--- src/rtl/wb_pkg.sv ---
// Shared types for the register-file write-back arbiter.
//   wb_req_t       : one write-back request (destination register + value)
//   wb_arb_state_e : arbiter FSM states
//   REG_X0         : hard-wired zero register, never written
package wb_pkg;

  localparam int unsigned WB_XLEN = 32;
  localparam int unsigned RD_W    = 5;

  localparam logic [RD_W-1:0] REG_X0 = 5'd0;

  typedef struct packed {
    logic [RD_W-1:0]    rd;
    logic [WB_XLEN-1:0] data;
  } wb_req_t;

  typedef enum logic [0:0] {
    PIPE_PRIO = 1'b0,
    FORCE_LL  = 1'b1
  } wb_arb_state_e;

endpackage

--- src/rtl/wb_ll_fifo.sv ---
// Synchronous FIFO holding long-latency write-back results.
// Ports:
//   clk, rst_n  : clock, asynchronous active-low reset (pointers/count cleared)
//   push, din   : enqueue din when push and not full
//   pop, dout   : dequeue head when pop and not empty; dout shows current head
//   full, empty : occupancy flags decoded from the registered count
// No bypass: an entry written this cycle is visible on dout from the next cycle.
module wb_ll_fifo
  import wb_pkg::*;
#(
  parameter int unsigned DEPTH = 2
) (
  input  logic    clk,
  input  logic    rst_n,
  input  logic    push,
  input  wb_req_t din,
  input  logic    pop,
  output wb_req_t dout,
  output logic    full,
  output logic    empty
);

  localparam int unsigned PTR_W = (DEPTH > 1) ? $clog2(DEPTH) : 1;
  localparam int unsigned CNT_W = $clog2(DEPTH) + 1;

  wb_req_t          mem [DEPTH];
  logic [PTR_W-1:0] wr_ptr;
  logic [PTR_W-1:0] rd_ptr;
  logic [CNT_W-1:0] count;
  logic             do_push;
  logic             do_pop;

  assign do_push = push & ~full;
  assign do_pop  = pop & ~empty;

  assign full  = (count == CNT_W'(DEPTH));
  assign empty = (count == '0);
  assign dout  = mem[rd_ptr];

  // Pointers wrap naturally because DEPTH is a power of two.
  always_ff @(posedge clk or negedge rst_n) begin
    if (!rst_n) begin
      wr_ptr <= '0;
      rd_ptr <= '0;
      count  <= '0;
    end else begin
      if (do_push) wr_ptr <= wr_ptr + PTR_W'(1);
      if (do_pop)  rd_ptr <= rd_ptr + PTR_W'(1);
      case ({do_push, do_pop})
        2'b10:   count <= count + CNT_W'(1);
        2'b01:   count <= count - CNT_W'(1);
        default: count <= count;
      endcase
    end
  end

  // Storage needs no reset; validity is tracked by count.
  always_ff @(posedge clk) begin
    if (do_push) mem[wr_ptr] <= din;
  end

endmodule

--- src/rtl/wb_port_arbiter.sv ---
// Register-file write-port arbiter between the MEM/WB pipe result and the
// long-latency (LL) result path, with LL buffering and starvation guard.
// Ports:
//   clk, rst_n                     : clock, asynchronous active-low reset
//   pipe_valid/pipe_rd/pipe_data   : in-order MEM/WB write request
//   pipe_stall                     : MEM/WB must hold (request not consumed)
//   ll_valid/ll_rd/ll_data         : LL result offer
//   ll_ready                       : LL result accepted when ll_valid & ll_ready
//   rf_we/rf_rd/rf_wdata           : registered register-file write
// Optional (macro WB_ARB_FWD_EN):
//   fwd_valid/fwd_rd/fwd_data      : same-cycle mirror of the rf write for EX forwarding
module wb_port_arbiter
  import wb_pkg::*;
#(
  parameter int unsigned XLEN       = WB_XLEN,
  parameter int unsigned LL_DEPTH   = 2,
  parameter int unsigned STARVE_MAX = 4
) (
  input  logic            clk,
  input  logic            rst_n,
  input  logic            pipe_valid,
  input  logic [4:0]      pipe_rd,
  input  logic [XLEN-1:0] pipe_data,
  output logic            pipe_stall,
  input  logic            ll_valid,
  input  logic [4:0]      ll_rd,
  input  logic [XLEN-1:0] ll_data,
  output logic            ll_ready,
  output logic            rf_we,
  output logic [4:0]      rf_rd,
  output logic [XLEN-1:0] rf_wdata
`ifdef WB_ARB_FWD_EN
  ,
  output logic            fwd_valid,
  output logic [4:0]      fwd_rd,
  output logic [XLEN-1:0] fwd_data
`endif
);

  localparam int unsigned SC_W = $clog2(STARVE_MAX + 1);

  wb_arb_state_e   state;
  wb_arb_state_e   state_nxt;
  logic [SC_W-1:0] starve_cnt;
  logic [SC_W-1:0] starve_nxt;

  logic    grant_pipe;
  logic    grant_ll;
  logic    wr_en;
  logic    ll_full;
  logic    ll_empty;
  logic    ll_push;
  wb_req_t ll_in;
  wb_req_t ll_head;
  wb_req_t pipe_req;
  wb_req_t win;

  // LL result buffer
  assign ll_ready = ~ll_full;
  assign ll_push  = ll_valid & ll_ready;
  assign ll_in    = '{rd: ll_rd, data: ll_data};

  wb_ll_fifo #(
    .DEPTH (LL_DEPTH)
  ) u_ll_fifo (
    .clk   (clk),
    .rst_n (rst_n),
    .push  (ll_push),
    .din   (ll_in),
    .pop   (grant_ll),
    .dout  (ll_head),
    .full  (ll_full),
    .empty (ll_empty)
  );

  // FSM state and starvation counter
  always_ff @(posedge clk or negedge rst_n) begin
    if (!rst_n) begin
      state      <= PIPE_PRIO;
      starve_cnt <= '0;
    end else begin
      state      <= state_nxt;
      starve_cnt <= starve_nxt;
    end
  end

  // Next-state, grants and stall; stall never depends on ll_* inputs.
  always_comb begin
    state_nxt  = state;
    starve_nxt = starve_cnt;
    grant_pipe = 1'b0;
    grant_ll   = 1'b0;
    pipe_stall = 1'b0;
    unique case (state)
      PIPE_PRIO: begin
        if (pipe_valid)     grant_pipe = 1'b1;
        else if (!ll_empty) grant_ll   = 1'b1;

        if (grant_ll || ll_empty) begin
          starve_nxt = '0;
        end else begin
          // pipe won while the LL head was waiting
          starve_nxt = starve_cnt + SC_W'(1);
          if (starve_nxt >= SC_W'(STARVE_MAX)) state_nxt = FORCE_LL;
        end
      end
      FORCE_LL: begin
        // only entered with a waiting LL head, so the pop is always valid
        grant_ll   = 1'b1;
        pipe_stall = pipe_valid;
        state_nxt  = PIPE_PRIO;
        starve_nxt = '0;
      end
      default: begin
        state_nxt  = PIPE_PRIO;
        starve_nxt = '0;
      end
    endcase
  end

  // Grant mux; x0 grants are consumed but never written.
  assign pipe_req = '{rd: pipe_rd, data: pipe_data};
  assign win      = grant_pipe ? pipe_req : ll_head;
  assign wr_en    = (grant_pipe | grant_ll) & (win.rd != REG_X0);

  // Registered register-file write; address/data hold when nothing is written.
  always_ff @(posedge clk or negedge rst_n) begin
    if (!rst_n) begin
      rf_we    <= 1'b0;
      rf_rd    <= '0;
      rf_wdata <= '0;
    end else begin
      rf_we <= wr_en;
      if (wr_en) begin
        rf_rd    <= win.rd;
        rf_wdata <= win.data;
      end
    end
  end

`ifdef WB_ARB_FWD_EN
  // Forwarding mirror of the write port
  assign fwd_valid = rf_we & (rf_rd != REG_X0);
  assign fwd_rd    = rf_rd;
  assign fwd_data  = rf_wdata;
`endif

endmodule

--- config.mk ---
export PLATFORM = sky130hd
export DESIGN_NAME = wb_port_arbiter
export DESIGN_NICKNAME = d
export VERILOG_FILES = /design/src/rtl/wb_pkg.sv /design/src/rtl/wb_ll_fifo.sv /design/src/rtl/wb_port_arbiter.sv
export SDC_FILE = /design/constraint.sdc
export NUM_CORES = 1
export LEC_CHECK = 0
export CAP_MARGIN = 15
export CORE_ASPECT_RATIO = 0.7
export CORE_MARGIN = 2
export CORE_UTILIZATION = 53
export DETAILED_ROUTE_END_ITERATION = 12
export GPL_ROUTABILITY_DRIVEN = 0
export PLACE_DENSITY = 0.88
export SYNTH_ARGS = -nofsm -noshare
export SYNTH_HDL_FRONTEND = slang
export SYNTH_SLANG_ARGS = --single-unit
--- constraint.sdc ---
create_clock -name clk -period 5.21 [get_ports clk]
set_input_delay 1.042 -clock clk [delete_from_list [all_inputs] [get_ports clk]]
set_output_delay 1.042 -clock clk [all_outputs]
set_load 0.02 [all_outputs]
# [Yosys cells after proc, flatten, opt, wreduce, memory -nomap -nowiden]
# Memories as Yosys holds them, arrays and structs flattened.
# Index checks and enable logic that the tools add are counted.
[totals] register_bits=46 ramBits=74 inputBits=78 output_inout_bits=40 mem_count=1
[op_classes] add_sub_neg=5 order_cmp=1 n_eq_ne=3 mux=16 n_bitwise=8 reduce_logical=4
[mem_list] name="u_ll_fifo.mem" words=2 width=37 rd=1 rd_clocked_by_memory_dff=0 write_ports=1 line="wb_ll_fifo.sv:26" source="wb_req_t mem [DEPTH];"
[op_table] op="two-way mux 37 bit" n=1
[op_table] op="two-way mux 1 bit" n=10
[op_table] op="one-hot mux 3 bit (2 select lines)" n=1
[op_table] op="nonzero test 5 bit" n=1
[op_table] op="bitwise AND 1 bit" n=4
[op_table] op="equality test 2 bit, second input constant" n=2
[op_table] op="one-hot mux 1 bit (2 select lines)" n=2
[op_table] op="one-hot mux 2 bit (2 select lines)" n=1
[op_table] op="adder 3 x 1 -> 3 bit, second input constant" n=1
[op_table] op="greater-or-equal comparator 3 bit, second input constant" n=1
[op_table] op="two-way mux 3 bit" n=1
[op_table] op="NOT 1 bit" n=3
[op_table] op="adder 1 bit, second input constant" n=2
[op_table] op="adder 2 x 1 -> 2 bit, second input constant" n=1
[op_table] op="equality test 2 x 1 -> 1 bit, second input constant" n=1
[op_table] op="zero test 2 bit" n=1
[op_table] op="nonzero test 2 bit" n=1
[op_table] op="subtractor 2 x 1 -> 2 bit, second input constant" n=1
[op_table] op="logical OR 1 bit" n=1
[op_table] op="bitwise OR 1 bit" n=1

# [Logic depth before layout (Yosys ltp)]
[depth] ltp_word=8 depth_mapped=8 mapped_depth_nobuf=6

# [Hierarchy]
# A second synthesis with hierarchy kept.
[unflattened] hier_cells=343 area_unflattened_um2=4974.8
[by_module_without_submodules] mod="wb_ll_fifo" instances=1 cells_per_inst=133 area_each_um2=2949.1 seq_area_each_um2=2322.2
[by_module_without_submodules] mod="wb_port_arbiter" instances=1 cells_per_inst=210 area_each_um2=2025.7 seq_area_each_um2=1026.0

# [Worst setup path after synthesis]
# No wires, ideal clock.
[synth_path] kind="in2reg" from="input ll_valid" to="memory u_ll_fifo.mem[0][0] (netlist name) (enable)" setup_time_ps=431 arrival_ps=2704 slack_ps=2074 cell_stages=2 cell_sequence="nand2_1 > nor2_1"
[synth_between] elab_chain_cells=4
[synth_rtl] item="start: declaration" line="wb_port_arbiter.sv:25" source="input logic ll_valid,"
[synth_rtl] item="bitwise AND 1 bit" line="wb_port_arbiter.sv:60" source="assign ll_push = ll_valid & ll_ready;"
[synth_rtl] item="bitwise AND 1 bit" line="wb_ll_fifo.sv:33" source="assign do_push = push & ~full;"
[synth_rtl] item="two-way mux 1 bit" line="wb_ll_fifo.sv:59" source="if (do_push) mem[wr_ptr] <= din;"
[synth_rtl] item="two-way mux 1 bit (not written as such)" line="wb_ll_fifo.sv:59"
[synth_rtl] item="end: declaration" line="wb_ll_fifo.sv:26"
# Every way passes these cells.

# [Worst setup path in the final report]
[layout_path] from="input pipe_valid" to="register rf_wdata[6]"
[layout_between] elab_chain_cells=5 word_cells_on_any_way=9 cone_classes="mux (6); bitwise (2); reduce/logical (1)"
[layout_rtl] item="start: declaration" line="wb_port_arbiter.sv:21" source="input logic pipe_valid,"
[layout_rtl] item="two-way mux 1 bit" line="wb_port_arbiter.sv:96" source="if (pipe_valid) grant_pipe = 1'b1;"
[layout_rtl] item="two-way mux 1 bit" line="wb_port_arbiter.sv:94" source="unique case (state)"
[layout_rtl] item="one-hot mux 1 bit (2 select lines) or two-way mux 37 bit (tied branches)" line="wb_port_arbiter.sv:94, wb_port_arbiter.sv:123"
[layout_rtl] item="bitwise OR 1 bit or nonzero test 5 bit (tied branches)" line="wb_port_arbiter.sv:124" source="assign wr_en = (grant_pipe | grant_ll) & (win.rd != REG_X0);"
[layout_rtl] item="bitwise AND 1 bit" line="wb_port_arbiter.sv:124"
[layout_rtl] item="end signal: assignment" line="wb_port_arbiter.sv:136" source="rf_wdata <= win.data;"
[layout_rtl] item="end: declaration" line="wb_port_arbiter.sv:31" source="output logic [XLEN-1:0] rf_wdata"
# Parallel ways exist; a longest one is shown, timed or not. The select of a mux whose other input is x is not followed.
# A chain may end at the register's enable or synchronous reset.

==> impl_results.md <==
* Crit Path Class: primary input to flop
* Post-cts sizing count at 0
* DRC violations left at 0
* Period Utilization, post-route at 65.7%
* Setup TNS at 0 ps
* Final Max Slew Viols at 0
* #FFs+latches synth at 119
* Commonest non-fill, non-tap cell in the layout: clkdlybuf4s50_1
* Via density at 5.07
* Pre-CTS setup slack at 1360 ps
* Max cap viols at 0
* Clock Root Buffer: clkbuf_16
* Vias post-DR at 2,879
* Overflow after GRT at 0
* RSZ-0062 raised after global routing: false
* Htree depth at 4
* CTS tree: done
* Crit path DAT at 3710 ps
* R2R cell count at 6
* Effective utilization at floorplan at 54.0%
* WHS Path Cells at 1
* CP required at 5490 ps
* Final count of negative-setup-slack endpoints at 0
* Final min period at 3430 ps
* Worst Clk Skew at 12.2 ps
* Hold Path Class: flop to flop
* Tot Pwr at 3.96 mW
* CTS Buffer Depth at 2
* GRT Util Overall at 21.1%
* Pleak at 2.75 nW
* Vias in the first global route at 3,027
* FP Rows at 29
* First DRT Iteration DRCs at 137
* Core outline area at 8960 um2
* Final WL at 9990 um
* Placed Area at 6100 um2
* Routed len/inst at 17.6 um
* Die area at 9920 um2
* Post-route cell area at 6780 um2
* Setup crit end kind: flop
* Fmax at 292 MHz
* Detail Route Antenna Nets at 0
* Worst-path clk slew at 50 ps
* Mapped cell area at 4840 um2
* Post-layout util at 75.6%
* Clock Latency Late Sink at 410 ps
* Die H at 83.9 um
* Tightest Pin Transition at 1150 ps
* IO Port Bufs at 117
* Setup crit start kind: primary input
* Share of cells above drive strength 1 at 16.9%
* Yosys warns at 0
* Post-CTS setup buffer count at 0
* FF-to-FF setup slack at 1930 ps
* First-pass GRT wire length at 15,600 um
* Hold-fix buffers, CTS at 0
* Slew HR at 23.3%
* Seq/Total Area, Yosys at 69.2%
* Worst vdd ir at 0.000363 V
* Most frequent cells in the layout: 116 x clkdlybuf4s50_1, 74 x edfxtp_1, 44 x dfrtp_1
* Final HPWL DP at 6310 um
* Area grow syn2layout at 40.1%
* Largest net degree at the start of global routing at 46
* Power per cell area at 584 nW/um2
* Netlist cell types at 28
* Syn avg cell area at 15.8 um2
* Status: finished, final reports clean
* Drt pass-1 iters at 5
* Nets at 511
* Gate Count Post-Synth at 307
* Diode count at 0
* Io pins at 118
* TritonCTS Buffers at 17
* Antenna violations before repair at 0
* Final Hold Fails at 0
* Die width at 118 um
* Final worst slack at 1780 ps
* Net Count, Synth at 387
* Crit path max fanout at 25
* Sink Count at 119
-- per-layer routing --
metal | global-route usage (%) | part of all wire, %
met5 | 0 | 0
met4 | 5.91 | 0.76
met3 | 7.79 | 5.7
met2 | 34.1 | 49
met1 | 27.1 | 45
-- report_power, final --
| part | internal (mW) | switching (mW) |
|---|---|---|
| clock network | 0.871 | 0.396 |
| logic | 0.625 | 0.530 |
| registers | 1.32 | 0.219 |
-- layout make-up --
type | instances | area (um2)
timing repair buffer | 120 | 1200
sequential | 119 | 3350
clock buffer | 26 | 552
clock inverter | 6 | 105
fill | 571 | 2190
tap | 124 | 155
inverter | 4 | 15.0
multi-input combinational | 169 | 1400
-- logic make-up (layout without fill, tap and decap cells) --
family | after synthesis | in the layout | synth area share [%]
DFF | 119 | 119 | 69.2
muxes | 73 | 73 | 18.0
and+or+nand+nor | 49 | 49 | 4.71
AOI/OAI and AO/OA | 40 | 40 | 4.47
buffers and inverters | 19 | 156 | 2.22
xor gates and xnor gates | 5 | 5 | 0.905
adders and majority gates | 2 | 2 | 0.517
-- path summary, 6_finish.rpt --
path                             startpoint          endpoint
setup / recovery                 pipe_valid       rf_wdata[6]
max in group asynchronous             rst_n  u_ll_fifo.rd_ptr
min in group asynchronous             rst_n       rf_wdata[3]
hold reg to reg               starve_cnt[0]     starve_cnt[0]
hold / removal                starve_cnt[0]     starve_cnt[0]
setup reg to reg           u_ll_fifo.rd_ptr       rf_wdata[6]
-- registers in the layout (all words and copies together) (netlist names) --
name,count
rf_wdata,32
u_ll_fifo.rd_ptr,1
rf_rd,5
u_ll_fifo.mem,74
rf_we,1
u_ll_fifo.count,2
u_ll_fifo.wr_ptr,1
starve_cnt,3
-- critical path, cell delays in order --
cell and delay, ps:
clkdlybuf4s50_1 560, nor2b_4 480, a21oi_1 220, a21oi_4 520
buf_4 470, mux2_2 390
-- Yosys cell counts --
library cell | count | area share, %
edfxtp_1 | 74 | 46
dfrtp_1 | 45 | 23
mux2i_1 | 37 | 7.7
o21ai_0 | 34 | 3.5
nand2_1 | 33 | 2.6
mux2_4 | 25 | 7.8
mux2_2 | 9 | 2.1
clkbuf_1 | 7 | 0.54
nor2_1 | 6 | 0.47
buf_6 | 4 | 0.93
inv_1 | 4 | 0.31
o22ai_1 | 4 | 0.52
and2_1 | 3 | 0.39
xnor2_1 | 3 | 0.54
buf_2 | 2 | 0.21
ha_1 | 2 | 0.52
mux2_1 | 2 | 0.47
nand2b_1 | 2 | 0.26
xor2_1 | 2 | 0.36
a21oi_1 | 1 | 0.10
a21oi_4 | 1 | 0.34
and3_1 | 1 | 0.13
and4_4 | 1 | 0.23
buf_1 | 1 | 0.078
buf_4 | 1 | 0.16
nor2b_1 | 1 | 0.13
nor3_1 | 1 | 0.10
nor4_4 | 1 | 0.44
-- stage by stage --
stage | hold slack, ps | std cells
6_report | 478 | 568
3_5_place_dp | 453 | 535
3_3_place_gp | 443 | 535
5_1_grt | 499 | 568
2_1_floorplan | 418 | 307
4_1_cts | 481 | 567
Note: power is estimated with default switching activity, not from simulation.
